`src/rtl/sram_mem_responder.sv`:
```
// MEM-stage data-memory responder: serves one 32-bit load/store as two halfword
// accesses on a 16-bit asynchronous SRAM, holding ready low while busy.
module sram_mem_responder #(
    parameter int unsigned BASE_ADDR   = 1024,
    parameter int unsigned WAIT_CYCLES = 2,
    parameter int unsigned SRAM_AW     = 18
) (
    input  logic               clk,
    input  logic               rst,
    input  logic               mem_r_en,
    input  logic               mem_w_en,
    input  logic [31:0]        address,
    input  logic [31:0]        wdata,
    output logic [31:0]        rdata,
    output logic               ready,
    output logic [SRAM_AW-1:0] sram_addr,
    output logic               sram_we_n,
    output logic [15:0]        sram_dq_out,
    output logic               sram_dq_oe,
    input  logic [15:0]        sram_dq_in
);

    typedef enum logic [2:0] {IDLE, RD_LO, RD_HI, WR_LO, WR_HI, DONE} state_t;

    localparam logic [3:0] LAST = 4'(WAIT_CYCLES - 1);

    state_t             state_q, state_d;
    logic [3:0]         cnt_q, cnt_d;
    logic [SRAM_AW-2:0] word_q, word_d;
    logic [31:0]        wdata_q, wdata_d;
    logic [31:0]        rdata_q, rdata_d;

    logic        req, last;
    logic [31:0] offset;
    logic        unused_offset_bits;

    assign req    = mem_r_en | mem_w_en;
    assign last   = (cnt_q == LAST);
    assign offset = address - 32'(BASE_ADDR);
    // Bits above the SRAM halfword range wrap away silently.
    assign unused_offset_bits = ^{offset[31:SRAM_AW+1], offset[1:0]};
    assign rdata  = rdata_q;

    always_ff @(posedge clk or negedge rst) begin
        if (!rst) begin
            state_q <= IDLE;
            cnt_q   <= '0;
            word_q  <= '0;
            wdata_q <= '0;
            rdata_q <= '0;
        end else begin
            state_q <= state_d;
            cnt_q   <= cnt_d;
            word_q  <= word_d;
            wdata_q <= wdata_d;
            rdata_q <= rdata_d;
        end
    end

    always_comb begin
        state_d = state_q;
        cnt_d   = cnt_q;
        word_d  = word_q;
        wdata_d = wdata_q;
        rdata_d = rdata_q;
        case (state_q)
            IDLE: begin
                if (req) begin
                    word_d  = offset[SRAM_AW:2];
                    wdata_d = wdata;
                    cnt_d   = '0;
                    state_d = mem_w_en ? WR_LO : RD_LO;
                end
            end
            RD_LO, RD_HI, WR_LO, WR_HI: begin
                cnt_d = last ? 4'd0 : cnt_q + 4'd1;
                if (last) begin
                    case (state_q)
                        RD_LO: begin
                            rdata_d[15:0] = sram_dq_in;
                            state_d       = RD_HI;
                        end
                        RD_HI: begin
                            rdata_d[31:16] = sram_dq_in;
                            state_d        = DONE;
                        end
                        WR_LO:   state_d = WR_HI;
                        default: state_d = DONE;
                    endcase
                end
            end
            DONE:    state_d = IDLE;
            default: state_d = IDLE;
        endcase
    end

    // Outputs decode from registered state, so reset parks the bus at once.
    always_comb begin
        ready       = 1'b0;
        sram_addr   = '0;
        sram_we_n   = 1'b1;
        sram_dq_out = '0;
        sram_dq_oe  = 1'b0;
        case (state_q)
            IDLE:  ready = ~req;
            RD_LO: sram_addr = {word_q, 1'b0};
            RD_HI: sram_addr = {word_q, 1'b1};
            WR_LO: begin
                sram_addr   = {word_q, 1'b0};
                sram_dq_oe  = 1'b1;
                sram_dq_out = wdata_q[15:0];
                sram_we_n   = (WAIT_CYCLES > 1) && last;
            end
            WR_HI: begin
                sram_addr   = {word_q, 1'b1};
                sram_dq_oe  = 1'b1;
                sram_dq_out = wdata_q[31:16];
                sram_we_n   = (WAIT_CYCLES > 1) && last;
            end
            DONE:    ready = 1'b1;
            default: ready = 1'b0;
        endcase
    end

endmodule

```
`config.mk`:
```
export PLATFORM = sky130hd
export DESIGN_NAME = sram_mem_responder
export DESIGN_NICKNAME = d
export VERILOG_FILES = /design/src/rtl/sram_mem_responder.sv
export SDC_FILE = /design/constraint.sdc
export NUM_CORES = 1
export LEC_CHECK = 0
export CAP_MARGIN = 20
export CORE_MARGIN = 2
export CORE_UTILIZATION = 44
export CTS_CLUSTER_SIZE = 12
export DETAILED_ROUTE_END_ITERATION = 16
export GPL_ROUTABILITY_DRIVEN = 1
export PLACE_DENSITY = 0.85
export SLEW_MARGIN = 20
export SYNTH_ARGS = -nofsm -noshare
export SYNTH_HDL_FRONTEND = slang
export SYNTH_SLANG_ARGS = --single-unit
```
`constraint.sdc`:
```
create_clock -name clk -period 2.41 [get_ports clk]
set_input_delay 0.482 -clock clk [delete_from_list [all_inputs] [get_ports clk]]
set_output_delay 0.482 -clock clk [all_outputs]
set_load 0.005 [all_outputs]
```
==> After elaboration in Yosys (flattened, before gate mapping) <==
Index checks and enable logic that the tools add are counted.
W data, S select, Z words.
{ "classes": {"n_reduce_logical": 11, "n_mux": 13, "addsub": 2, "bitwise_logic": 2, "n_eq_ne": 8} }
{ "ops": {"columns": ["operator", "count"], "rows": [
  ["$pmux W18 S2", 1],
  ["$pmux W16 S2", 1],
  ["$sub A19 B11 Y19 const B", 1],
  ["$pmux W3 S2", 2],
  ["$mux W4", 2],
  ["$pmux W4 S2", 1],
  ["$eq A3 B2 Y1 const B", 2],
  ["$eq A3 B3 Y1 const B", 2],
  ["$mux W3", 2],
  ["$reduce_and A2 Y1", 3],
  ["$reduce_and A3 Y1", 2],
  ["$reduce_or A2 Y1", 3],
  ["$add A4 B1 Y4 const B", 1],
  ["$eq A4 B1 Y1 const B", 1],
  ["$ne A2 B2 Y1 const B", 2],
  ["$reduce_or A4 Y1", 1],
  ["$eq A3 B1 Y1 const B", 1],
  ["$logic_not A3 Y1", 1],
  ["$mux W1", 2],
  ["$mux W2", 1],
  ["$pmux W1 S2", 1],
  ["$reduce_bool A2 Y1", 1],
  ["$not A1 Y1", 1],
  ["$or A1 B1 Y1", 1]
]} }
{ "totals": {"input_bits": 84, "output_inout_bits": 69, "ff_bits": 88, "word_cells": 42} }

==> Logic depth before layout (Yosys ltp) <==
{ "logic_depth": {"word_depth": 4, "mapped_depth": 6, "depth_no_buf": 5} }

==> Least setup slack after synthesis <==
OpenSTA, ideal clock, no wires.
{ "synth_path": {"path_kind": "register to output", "from": "register state_q[1]", "to": "output sram_dq_out[10]", "arrival_time_ns": 1.356, "stages_incl_launch_ff": 5, "t_required_ns": 1.928, "path_slack_ns": 0.572, "n_path_buf": 2, "cell_sequence": "dfrtp_1 -> buf_2 -> nor3b_2 -> buf_2 -> a22o_1"} }
{ "synth_via": {"elab_chain_cells": 2, "word_cells_on_any_way": 3, "cone_classes": "eq/ne: 2; mux: 1"} }
{ "synth_rtl": {"columns": ["item", "line_no", "rtl"], "rows": [
  ["start, declared", "27", "state_t state_q, state_d;"],
  ["start signal, assigned", "52", "state_q <= state_d;"],
  ["$eq A3 B3 Y1 / $eq A3 B2 Y1 (equally long branches)", "104", "case (state_q)"],
  ["$pmux W16 S2 (*)", "104", null],
  ["end, declared", "18", "output logic [15:0] sram_dq_out,"]
]} }
Mark *: on every way between the ends. The rest lies on a longest branch, timed or not.

==> Worst setup path after layout <==
{ "layout_path": {"from": "register state_q[1]", "to": "output sram_addr[2]"} }
{ "layout_via": {"elab_chain_cells": 3, "word_cells_on_any_way": 7, "cone_classes": "eq/ne: 4; mux: 1; reduce/logical: 2"} }
{ "layout_rtl": {"columns": ["item", "line_no", "rtl"], "rows": [
  ["$eq A3 B2 Y1, or another cell as far along", "104", null],
  ["$reduce_or A2 Y1 (no line)", null, null],
  ["$pmux W18 S2 (*)", "104", null],
  ["end, declared", "16", "output logic [SRAM_AW-1:0] sram_addr,"]
]} }
Marks and branches as above.

==> impl_metrics.toml <==
[pwr]
power_leakage_nw = 2.72
vdd.ir_drop.worst_mv = 0.604
power_density_mw_per_mm2 = 1270

[clock_network]
root_buffer = "clkbuf_8"
cts.path.max_buffers = 2
hold_buffers = 0
path_clk_slew_ps = 90
clock_latency_ps = 350
numCtsBuffers = 9
cts_tree = "yes"
htree_levels = 3
cts.sinks = 88

[critical_path]
reg2reg_to = "wdata_q[19]$_DFFE_PN0P_"
critPathRequiredTime_ps = 1930
path_cells = "or3_4, and3_1, clkdlybuf4s50_1"
reg2reg_setup_slack_ps = 370
r2r_start = "state_q[1]$_DFFE_PN0P_"
crit_arrival_ps = 1920
cp_slowest_stage_delay_ps = 500
reg2reg_depth = 5
path_class = "register to output pin"
crit_path_start_kind = "register"
cp_max_fo = 21
setup.worst_path.end_class = "output pin"
slowest_stage = "or3_4"

[die]
dieWidth_um = 98.9
rows = 34
initial_core_util = 0.455
fp.coreArea_mm2 = 0.00872
dieArea_mm2 = 0.00978
io_pins = 153
die_h_um = 98.9

[min_path]
hold_class = "input pin to async pin"

[cells_and_area]
nNetsFinal = 542
n_fill_cell = 636
areaGrowthSynthToFinish_pct = 49.4
instances_no_fill = 568
drive_above_1_share = 0.176
num_antenna_cells = 0

[drt]
drt_iter0_drc = 124
vias = 3045
wl_per_cell_um = 17.7
drc = 0
via_per_inst = 5.36
dr.pass1.iters = 4
wirelength_um = 10100
ant_nets = 0

[place]
dp.cells = 542
port-buffer-count = 137
dp_hpwl_um = 6980
gp_congestion = 0.784

[timing]
tightest_slew_ps = 599
slew_headroom = 0.599
finalHoldViolations = 0
setup_viol = 0
maxSlewViolCount = 0
hold_slack_ps = 49.1
rsz0062_at_grt = "yes"
min_period_over_period = 0.996
clock.fmax_mhz = 417
fin_skew_ps = 11.0
layout_min_cycle_time_ps = 2400

[synthesis]
synth_top_area_frac = 0.556
synth_edf_count = 0
ys_ff_latch = 88
syn_inst = 295
synthArstFlopShare = 1.00
synth_cell_types = 45
syn_area_per_cell_um2 = 13.4
syn_area_mm2 = 0.00396
ys.flop_type = "dfrtp_1"
synth_area_leader_cell = "dfrtp_1"
synthesis.nets = 382
synth_area_leaders = "dfrtp_1 56%, mux2_1 16%, mux2_2 4.8%"
yosysWarnings = 0
ys_seq_area_frac = 0.556

[run]
maxCapViolCount = 0

[global_routing]
first_global_vias = 3168
grtUsageTotal = 0.207
grt_max_degree = 41
gr-total-overflow = 0
antenna_found_initial = 0
grt_pass1_wl_um = 16100

[status]
status = "finished clean"
==> per-layer routing <==
layer / up-vias / routed length (um) / track usage
met1: 1517 / 4000 / 0.252
met5: - / 0 / 0
met4: 0 / 126 / 0.0548
li1: 1403 / - / -
met2: 113 / 5120 / 0.353
met3: 12 / 834 / 0.0709
==> logic make-up after synthesis <==
| group | synth area share |
|---|---|
| AOI/OAI and AO/OA | 0.0878 |
| xor gates and xnor gates | 0.00884 |
| adders and majority gates | 0.00947 |
| buffers and inverters | 0.0316 |
| DFF | 0.556 |
| muxes | 0.212 |
| and+or+nand+nor | 0.0947 |
==> layout make-up <==
| class | count | area [um2] | share of cell area |
|---|---|---|---|
| flip-flops and latches | 88 | 2200 | 0.372 |
| repair buffers | 166 | 1680 | 0.284 |
| multi-input cells | 183 | 1670 | 0.282 |
| clock buffers | 11 | 141 | 0.0239 |
| well taps | 108 | 135 | 0.0228 |
| clock inverters | 5 | 63.8 | 0.0108 |
| inverters | 7 | 26.3 | 0.00444 |
==> flip-flops by register name, summed over array words and instances, names as in the netlist <==
signal	count
rdata	32
wdata_q	32
word_q	17
state_q	3
cnt_q	4
==> synth_stat cells (all sizes together), types with 4 or more instances <==
library cell / instances
a31oi: 5
dfrtp: 88
o21ai: 11
mux2: 72
clkbuf: 6
and3: 17
buf: 11
xnor2: 4
or2: 4
nor2: 7
a22o: 17
a21oi: 6
inv: 7
nor4: 4
==> layout by cell type, fill, tap and decap left out, drive strengths merged, types with 3 or more instances in the layout <==
master / instances
a21oi: 6
a22o: 17
a31oi: 5
and3: 17
buf: 30
clkbuf: 11
clkdlybuf4s50: 102
dfrtp: 88
dlygate4sd2: 19
dlymetal6s2s: 13
ha: 3
inv: 8
mux2: 72
mux2i: 3
nand3: 3
nor2: 7
nor4: 4
o21ai: 11
o31ai: 3
or2: 4
xnor2: 4
==> power by group <==
part	total, W	switching [W]	internal, W
Clock	0.00104	0.000524	0.000516
Sequential	0.00266	0.000417	0.00224
Combinational	0.00383	0.00153	0.00230
==> repair_timing <==
item	in CTS	in global routing
gates cloned	0	2
pin swaps	0	3
buffers inserted	3	5
setup endpoints to repair	36	15
resized for setup	31	23
==> worst max path at each step <==
stage / from / end / slack, ps / cells after the start
final: state_q[1]$_DFFE_PN0P_ / sram_addr[2] / 10 / 3
after global routing: state_q[0]$_DFFE_PN0P_ / sram_we_n / -60 / 7
after CTS: state_q[1]$_DFFE_PN0P_ / sram_addr[7] / -50 / 5
after detailed placement: address[11] / word_q[16]$_DFFE_PN0P_ / 50 / 6
after global placement: mem_w_en / ready / 60 / 5
after floorplan: state_q[1]$_DFFE_PN0P_ / sram_dq_out[10] / 570 / 4
==> per-stage QoR <==
step / area, um2 / setup TNS, ps / utilization / setup slack [ps] / power [W]
CTS: 5810 / -509 / 0.666 / -51.0 / 0.00749
detailed placement: 5570 / 0 / 0.639 / 46.5 / 0.00647
floorplan: 3960 / 0 / - / 572 / 0.00444
global route: 5920 / -157 / 0.679 / -60.8 / 0.00802
global placement: 5570 / 0 / 0.639 / 58.8 / 0.00628
finish: 5920 / 0 / 0.679 / 9.68 / 0.00753
==> worst max-delay path: cells and delay by family (launching register included) <==
kind                   cells  cell delay [ps]
and+or+nand+nor            2              720
DFF                        1              430
buffers and inverters      1              440
Note: power is estimated with default switching activity, not from simulation.
==> RTL change, RTL diff (config.mk and constraints unchanged) <==
Re-encode `state_t` (6 states) as Gray code, 3 bits wide.
--- a/src/rtl/sram_mem_responder.sv
+++ b/src/rtl/sram_mem_responder.sv
@@ -20,7 +20,7 @@
     input  logic [15:0]        sram_dq_in
 );
 
-    typedef enum logic [2:0] {IDLE, RD_LO, RD_HI, WR_LO, WR_HI, DONE} state_t;
+    typedef enum logic [2:0] {IDLE = 3'b000, RD_LO = 3'b001, RD_HI = 3'b011, WR_LO = 3'b010, WR_HI = 3'b110, DONE = 3'b111} state_t;
 
     localparam logic [3:0] LAST = 4'(WAIT_CYCLES - 1);
 
Check against the original RTL: no difference found for any inputs over 10 cycles, from zero or initial values and one cycle with rst low; not proved beyond that.
==> RTL change against the original RTL <==
Routed wire length is 3.5% lower; setup slack better by 0.058 ns; design area is 0.49% higher; global-route usage is 1.5 points lower; utilization is 2.6 points lower; power is 2.6% lower; via count is 2.5% lower; register-to-register slack worse by 0.18 ns; area after synthesis is 2.9% higher; count of clock-buffer cells in the layout is 1 lower; sequential cell count stayed put; cell count is 1.6% higher; die area is 2.7% higher; largest power group unchanged.
==> RTL change: results (changes against the original RTL) <==
- Outcome: finished, final reports clean
- CTS root buf: clkbuf_8
- Primary FF master, synth: dfrtp_1
- Area contributors post-synth: dfrtp_1 54%, mux2_2 12%, mux2_4 7.4%
- Clock slew at reported path FFs: 0.09 ns (about the same)
- H-Tree Depth: 3 (unchanged)
- Area after DPL: 5597 um2 (+0.40%)
- Clk_lat worst skew: 0.35 ns (about the same)
- Clock buffer depth: 2 (unchanged)
- CTS buffer count: 9 (unchanged)
- Clk_skew: 0.008844 ns (-0.002177 ns)
- Initial DRC Count: 85 (-31%)
- WL/cell: 16.86 um (-5.0%)
- CP max stage cell: dfrtp_2
- Antenna violations before repair: 0 (unchanged)
- Layout Nets: 548 (+1.1%)
- Post-Syn Nets: 393 (+2.9%)
- Largest net degree at the start of global routing: 53 (+29%)
- CP max stage delay: 0.46 ns (-0.04 ns)
- Hold_ws: 0.09208 ns (+0.04295 ns)
- Post-synth top cells: 88 x dfrtp_1, 43 x mux2_2, 20 x mux2_4
- RD Place Congestion: 0.7909 (+0.93%)
- Leak: 0.002586 uW (-4.9%)
- Filler instances: 687 (+8.0%)
- Post-synth ARST share: 1.000 (unchanged)
- First-pass GRT wire length: 15160 um (-5.7%)
- HPWL after DPL: 6917 um (-0.95%)
- Worst Max-Slew Pin Slew: 0.7116 ns (+0.1125 ns)
- Vias in the first global route: 3107 (-1.9%)
- Hold WC Path Type: in2async
- Reg2Reg Setup Slack: 0.19 ns (-0.18 ns)
- DR pass1 iterations: 4 (unchanged)
- Top delay family on crit path: buffers and inverters
- Antenna diodes: 0 (unchanged)
- Yosys warns: 0 (unchanged)
- Crit path arrival time: 1.86 ns (-0.06 ns)
- Internal power: 5097 uW (+0.71%)
- Port bufs: 137 (unchanged)
- Share of cells above drive strength 1: 0.2489 (+0.07284)
- Sequential area share after synthesis: 0.5400 (-0.01551)
- Worst vdd ir: 0.5578 mV (-7.6%)
- Netlist cell types: 44 (-2.2%)
- Vias/cell: 5.147 (-4.0%)
- Crit path max fanout: 8 (-62%)
- Gr usage total: 0.1921 (-0.01529)
==> RTL change: path summary, 6_finish.rpt <==
check	cells past startpoint	start	to
max reg2reg	7	state_q[0]$_DFFE_PN0P_	wdata_q[22]$_DFFE_PN0P_
max in group asynchronous	2	rst	wdata_q[18]$_DFFE_PN0P_
max	6	state_q[0]$_DFFE_PN0P_	sram_addr[14]
min reg2reg	1	wdata_q[12]$_DFFE_PN0P_	wdata_q[12]$_DFFE_PN0P_
min	1	rst	rdata[19]$_DFFE_PN0P_
min in group clk	1	wdata_q[12]$_DFFE_PN0P_	wdata_q[12]$_DFFE_PN0P_
==> RTL change: final cells by class <==
cell class / count / area, um2 / area share
clock buffer: 10 / 127.6 / 0.02144
clock inverter: 6 / 68.82 / 0.01156
tap: 111 / 138.9 / 0.02333
inverter: 5 / 18.77 / 0.003153
multi-input combinational: 196 / 1754 / 0.2947
timing repair buffer: 161 / 1639 / 0.2754
sequential: 88 / 2205 / 0.3704
==> RTL change: cells by family (layout without fill, tap and decap cells) <==
| logic type | Yosys count | after routing | synth area share |
|---|---|---|---|
| AO/OA/AOI/OAI | 37 | 37 | 0.05738 |
| XOR/XNOR | 3 | 3 | 0.006445 |
| adder cells (fa/ha/maj) | 3 | 3 | 0.009206 |
| buffers and inverters | 22 | 182 | 0.03866 |
| flip-flops | 88 | 88 | 0.5400 |
| multiplexers | 88 | 88 | 0.2565 |
| AND/OR/NAND/NOR | 65 | 65 | 0.09175 |
==> RTL change: power groups by stage <==
stage / clock [uW] / combinational, uW / sequential, uW
2_1_floorplan: 0 / 1710 / 2560
3_3_place_gp: 0 / 3420 / 2590
3_5_place_dp: 0 / 3530 / 2660
4_1_cts: 1040 / 3620 / 2640
5_1_grt: 1110 / 3970 / 2740
6_report: 1010 / 3680 / 2640
==> RTL change: routing by layer <==
metal  vias up  share of wire  GRT usage
met5         -              0          0
met4         0         0.0096    0.05796
met3         8          0.037    0.03621
met2        75           0.54     0.3418
met1      1496           0.41     0.2371
li1       1391              -          -
==> RTL change: timing repair <==
action | in CTS | in global routing
setup buffers | 4 | 4
setup endpoints to repair | 20 | 34
hold endpoints to repair | 0 | 0
gates cloned | 0 | 1
pin swaps | 0 | 1
gates resized for setup | 10 | 17
==> RTL change: metrics by stage <==
step	instances	power [uW]	worst slack (ns)
after floorplan	306	4269	0.6304
after global placement	552	6013	0.05786
after detailed placement	552	6185	-0.03283
after CTS	572	7297	0.002934
after global routing	577	7819	-0.01014
final	577	7332	0.06719
